**src/rtl/pause_pkg.sv**
```systemverilog
// Shared definitions for the pause / screen-dim controller: FSM states and
// default tick counts for the common system clock rates.
package pause_pkg;

  typedef enum logic [1:0] {
    RUN    = 2'd0,
    WAIT   = 2'd1,
    FADE   = 2'd2,
    DIMMED = 2'd3
  } pause_state_t;

  // 10 s idle before fading, then one fade step every 250 ms.
  localparam int DIM_TICKS_12M  = 120_000_000;
  localparam int FADE_TICKS_12M = 3_000_000;
  localparam int DIM_TICKS_48M  = 480_000_000;
  localparam int FADE_TICKS_48M = 12_000_000;

endpackage

```
**src/rtl/rgb_shift.sv**
```systemverilog
// Combinational single-channel dimmer: logical right shift by the dim level,
// so zeros fill from the MSB.
module rgb_shift #(
  parameter int RGB_W = 8,
  parameter int LVL_W = 1
) (
  input  logic [RGB_W-1:0] chan_in,
  input  logic [LVL_W-1:0] level,
  output logic [RGB_W-1:0] chan_out
);

  assign chan_out = chan_in >> level;

endmodule

```
**src/rtl/pause_dim_ctrl.sv**
```systemverilog
// Merges the user pause toggle with external pause requests and fades the
// picture in steps while the user pause persists; level changes land at vblank.
module pause_dim_ctrl
  import pause_pkg::*;
#(
  parameter int SRC_N      = 2,
  parameter int RGB_W      = 8,
  parameter int TIMER_W    = 32,
  parameter int DIM_TICKS  = DIM_TICKS_12M,
  parameter int FADE_TICKS = FADE_TICKS_12M,
  parameter int DIM_MAX    = 1
) (
  input  logic                         clk_sys,
  input  logic                         reset,
  input  logic                         user_btn,
  input  logic [SRC_N-1:0]             pause_req,
  input  logic                         ce_pix,
  input  logic                         vblank,
  input  logic [3*RGB_W-1:0]           rgb_in,
  output logic                         pause,
  output logic                         user_paused,
  output logic [$clog2(DIM_MAX+1)-1:0] dim_level,
  output logic [3*RGB_W-1:0]           rgb_out
);

  localparam int LVL_W = $clog2(DIM_MAX + 1);

  localparam logic [TIMER_W-1:0] DIM_LAST  = TIMER_W'(DIM_TICKS - 1);
  localparam logic [TIMER_W-1:0] FADE_LAST = TIMER_W'(FADE_TICKS - 1);
  localparam logic [LVL_W-1:0]   TGT_MAX   = LVL_W'(DIM_MAX);
  localparam logic [LVL_W-1:0]   TGT_ONE   = LVL_W'(1);

  if (DIM_MAX < 1 || DIM_MAX > RGB_W - 1) begin : g_bad_dim_max
    $error("pause_dim_ctrl: DIM_MAX must lie in 1..RGB_W-1");
  end

  logic btn_meta_reg;
  logic btn_sync_reg;
  logic btn_prev_reg;
  logic vblank_prev_reg;

  logic user_paused_reg, user_paused_next;
  pause_state_t state_reg, state_next;
  logic [TIMER_W-1:0] timer_reg, timer_next;
  logic [LVL_W-1:0] target_reg, target_next;
  logic [LVL_W-1:0] dim_level_reg, dim_level_next;
  logic [3*RGB_W-1:0] rgb_out_reg;
  logic [3*RGB_W-1:0] rgb_shifted;

  logic btn_rise;
  logic toggle_on;
  logic toggle_off;
  logic vblank_rise;

  assign btn_rise    = btn_sync_reg & ~btn_prev_reg;
  assign toggle_on   = btn_rise & ~user_paused_reg;
  assign toggle_off  = btn_rise & user_paused_reg;
  assign vblank_rise = vblank & ~vblank_prev_reg;

  always_ff @(posedge clk_sys or posedge reset) begin
    if (reset) begin
      btn_meta_reg    <= 1'b0;
      btn_sync_reg    <= 1'b0;
      btn_prev_reg    <= 1'b0;
      vblank_prev_reg <= 1'b0;
      user_paused_reg <= 1'b0;
      state_reg       <= RUN;
      timer_reg       <= '0;
      target_reg      <= '0;
      dim_level_reg   <= '0;
      rgb_out_reg     <= '0;
    end else begin
      btn_meta_reg    <= user_btn;
      btn_sync_reg    <= btn_meta_reg;
      btn_prev_reg    <= btn_sync_reg;
      vblank_prev_reg <= vblank;
      user_paused_reg <= user_paused_next;
      state_reg       <= state_next;
      timer_reg       <= timer_next;
      target_reg      <= target_next;
      dim_level_reg   <= dim_level_next;
      if (ce_pix) begin
        rgb_out_reg <= rgb_shifted;
      end
    end
  end

  always_comb begin
    state_next       = state_reg;
    timer_next       = timer_reg;
    target_next      = target_reg;
    user_paused_next = user_paused_reg;
    dim_level_next   = dim_level_reg;

    if (vblank_rise) begin
      dim_level_next = target_reg;
    end

    case (state_reg)
      RUN: begin
        timer_next  = '0;
        target_next = '0;
      end
      WAIT: begin
        if (timer_reg == DIM_LAST) begin
          target_next = TGT_ONE;
          timer_next  = '0;
          state_next  = FADE;
        end else begin
          timer_next = timer_reg + 1'b1;
        end
      end
      FADE: begin
        if (target_reg == TGT_MAX) begin
          state_next = DIMMED;
          timer_next = '0;
        end else if (timer_reg == FADE_LAST) begin
          target_next = target_reg + 1'b1;
          timer_next  = '0;
        end else begin
          timer_next = timer_reg + 1'b1;
        end
      end
      DIMMED: begin
        timer_next = '0;
      end
      default: begin
        state_next = RUN;
      end
    endcase

    if (toggle_on) begin
      user_paused_next = 1'b1;
      state_next       = WAIT;
      timer_next       = '0;
      target_next      = '0;
    end

    // Un-pausing wins over a coincident fade step and restores the picture
    // immediately rather than waiting for the next blank.
    if (toggle_off) begin
      user_paused_next = 1'b0;
      state_next       = RUN;
      timer_next       = '0;
      target_next      = '0;
      dim_level_next   = '0;
    end
  end

  genvar gi;
  for (gi = 0; gi < 3; gi++) begin : g_chan
    rgb_shift #(
      .RGB_W (RGB_W),
      .LVL_W (LVL_W)
    ) u_shift (
      .chan_in  (rgb_in[gi*RGB_W +: RGB_W]),
      .level    (dim_level_reg),
      .chan_out (rgb_shifted[gi*RGB_W +: RGB_W])
    );
  end

  assign pause       = user_paused_reg | (|pause_req);
  assign user_paused = user_paused_reg;
  assign dim_level   = dim_level_reg;
  assign rgb_out     = rgb_out_reg;

endmodule

```
**config.mk**
```make
export PLATFORM = sky130hd
export DESIGN_NAME = pause_dim_ctrl
export DESIGN_NICKNAME = d
export VERILOG_FILES = /design/src/rtl/pause_pkg.sv /design/src/rtl/rgb_shift.sv /design/src/rtl/pause_dim_ctrl.sv
export SDC_FILE = /design/constraint.sdc
export NUM_CORES = 1
export LEC_CHECK = 0
export CORE_ASPECT_RATIO = 0.7
export CORE_MARGIN = 10
export CORE_UTILIZATION = 30
export CTS_BUF_LIST = sky130_fd_sc_hd__clkbuf_8
export DETAILED_ROUTE_END_ITERATION = 12
export GPL_TIMING_DRIVEN = 0
export PLACE_DENSITY = 0.6
export SKIP_LAST_GASP = 1
export SYNTH_ARGS = -nofsm -noshare
export SYNTH_HDL_FRONTEND = slang
export SYNTH_SLANG_ARGS = --single-unit
export TNS_END_PERCENT = 100
```
**constraint.sdc**
```tcl
create_clock -name clk_sys -period 2.4 [get_ports clk_sys]
set_input_delay 0.24 -clock clk_sys [delete_from_list [all_inputs] [get_ports clk_sys]]
set_output_delay 0.24 -clock clk_sys [all_outputs]
set_load 0.02 [all_outputs]
```
==> metrics.yaml <==
clock_network:
  cts_tree: "done"
  root_buffer: "clkbuf_8"
  clk_latency_ns: 0.36
  cts_sinks: 65
  cts_buffers: 9
  clkSlewWorstSetupHoldPaths_ns: 0.08
  htree_levels: 3
  clock_path_buffers: 2
yosys:
  ys.warnings.count: 0
  synth_edf_count: 0
  syn-num-nets: 352
  synthArstFlopShare: 1.00
  synth-main-ff-cell: "dfrtp_1"
  yosysUniqueCellTypes: 37
  synth_commonest_cells: "dfrtp_1, nor2_1, a21oi_1"
  synth_area_sq_um: 3170
  yosysSeqAreaShare: 0.513
  synth.avg_cell_area_sq_um: 10.0
  syn_inst: 317
  netlist.top_cell.by_area: "dfrtp_1"
  yosysMostFrequentCell: "dfrtp_1"
  synth.ff_latch_count: 65
  yosysTopAreaCellShare: 0.513
  ys_top_cells_by_area: "dfrtp_1, mux2i_1, nor2_1, xor2_1, a21oi_1"
routing:
  ant_nets: 0
  firstDrtPassIters: 5
  wl_per_cell_um: 15.2
  drt-initial-drc-count: 216
  dr_total_vias: 2539
  finalWirelength_um: 7920
  via_per_inst: 4.86
  drcViolationCount: 0
final_layout:
  fin_nets: 420
  area_growth_syn_to_layout_pct: 31.4
  largest_reg_flops: 32
  finalNonFillerCells: 522
  drive_above_1_share: 0.0718
  fin_util: 0.404
  antenna_cells: 0
global_route:
  grt_usage: 0.113
  first_global_vias: 2567
  overflow: 0
  grt_pass1_wl_um: 13700
  antenna_found_initial: 0
  grt_max_degree: 38
sta:
  fin_crit_sh: 0.907
  period_minus_slack_ns: 2.18
  holdWs_ns: 0.319
  finalMaxSlewViolations: 0
  setup_viol: 0
  hold_viol: 0
  slew_headroom: 0.327
  tightest_slew_ns: 1.00
  clock_skew_ns: 0.00985
  fmax_mhz: 459
  rsz0062_at_grt: "false"
setup_path:
  worstRegToRegCells: 7
  critPathKind: "reg -> reg"
  cp_slowest_stage_delay_ns: 0.46
  crit_fanout: 10
  worst_setup_path_end_kind: "flip-flop"
  rr_endpoint: "timer_reg[17]"
  required_ns: 2.65
  crit_slowest_cell: "o41ai_1"
  r2r-start: "timer_reg[0]"
  r2r_slack_ns: 0.22
  cp_cell_sequence: "ha_1, and3_1, nand3_1, o41ai_1, o22a_2, buf_4, nor2_1"
  critPathArrivalTime_ns: 2.42
  start_kind: "flip-flop"
die:
  die_h_um: 106
  die_w_um: 143
  ios: 58
  core_area_sq_um: 10300
  fp.dieArea_sq_um: 15100
  start_util: 0.307
  fp-row-count: 31
power_and_ir_drop:
  finalPower_uw: 3230
  ir_worst_vdd_v: 0.000351
  p_per_area_nw_per_um2: 776
  p_leak_uw: 0.00166
place:
  dp.cells: 506
  finalWeightedCongestion: 0.813
  dp_hpwl_um: 5980
  numPortBuffers: 56
min_path:
  hold_start: "ce_pix"
  hold_path_class: "in -> reg"
  holdPathStages: 3
  hold-path-endpoint: "rgb_out[22]"
outcome:
  outcome: "finished, final reports clean"
flow_run:
  maxCapViolations: 0
-- cell usage in the layout (no fill, tap or decap), types with 2 or more instances in the layout --
master and count:
nor4b_1 3, xnor2_1 10, nor2_1 57, bufinv_16 3
a21oi_1 26, nor2b_1 4, nand2_1 18, nor4_2 2
mux2i_1 22, clkbuf_1 6, buf_1 2, nor4_4 2
buf_4 3, xor2_1 21, nor4_1 2, clkbuf_8 9
clkdlybuf4s50_1 56, clkinvlp_4 2, ha_1 4, nor3_1 6
and4_1 2, dfrtp_1 65, o21ai_0 3, nand2b_1 2
nand3_1 19, inv_1 8, nand4_1 9, and3_1 7
-- how the worst max path moves through the flow --
| stage | start | endpoint | slack [ns] | depth (start not counted) |
|---|---|---|---|---|
| after global placement | reset | user_paused | -0.66 | 2 |
| after detailed placement | timer_reg[0] | timer_reg[23] | 0.23 | 7 |
| final | timer_reg[0] | timer_reg[17] | 0.22 | 7 |
| after floorplan | timer_reg[14] | timer_reg[10] | 0.52 | 6 |
| after CTS | timer_reg[0] | timer_reg[25] | 0.21 | 7 |
| after global routing | timer_reg[1] | timer_reg[21] | 0.03 | 7 |
-- timing repair --
item	CTS	global route
setup buffers	0	0
hold buffers	0	0
gates resized for setup	0	1
setup endpoints to repair	0	10
-- logic make-up (layout without fill, tap and decap cells) --
kind of cell             Yosys count  after routing  synth area share
multiplexers                      23             23            0.0730
AO/OA/AOI/OAI                     36             36            0.0643
XOR/XNOR                          31             31            0.0856
adder cells (fa/ha/maj)            4              4            0.0158
flip-flops                        65             65             0.513
AND/OR/NAND/NOR                  138            138             0.221
buffers and inverters             20             93            0.0272
-- critical path, delay by kind of cell, from the launching register on --
kind | cells | cell delay, ns
flops | 1 | 0.38
compound gates | 2 | 0.75
simple gates | 3 | 0.52
fa+ha+maj | 1 | 0.21
buf+inv | 1 | 0.20
-- power by group --
| part | internal (uW) | total [uW] | switching (uW) |
|---|---|---|---|
| combinational | 359 | 815 | 456 |
| clock | 689 | 1140 | 456 |
| sequential | 1190 | 1270 | 78.0 |
-- layout make-up --
type                    instances  area, sq um
fillers                      1044         6150
flip-flops and latches         65         1630
multi-input cells             232         1460
repair buffers                 57          581
well taps                     132          165
clock buffers                   9          124
clock inverters                 7          119
plain buffers                  11         52.6
inverters                       9         33.8
-- through the flow --
step / setup TNS (ns) / instance area, sq um / setup WS [ns]
final: 0 / 4170 / 0.223
after global routing: 0 / 4170 / 0.0300
after CTS: 0 / 4160 / 0.209
after detailed placement: 0 / 3920 / 0.231
after global placement: -42.92 / 3900 / -0.664
after floorplan: 0 / 3170 / 0.525
-- metal layers --
layer | up-vias | track usage | wire [um]
met5 | - | 0 | 0
met4 | 0 | 0.0441 | 105
met2 | 60 | 0.156 | 3350
met1 | 1234 | 0.159 | 3990
met3 | 8 | 0.0369 | 470
li1 | 1237 | - | -
(Power assumes the default switching activity.)
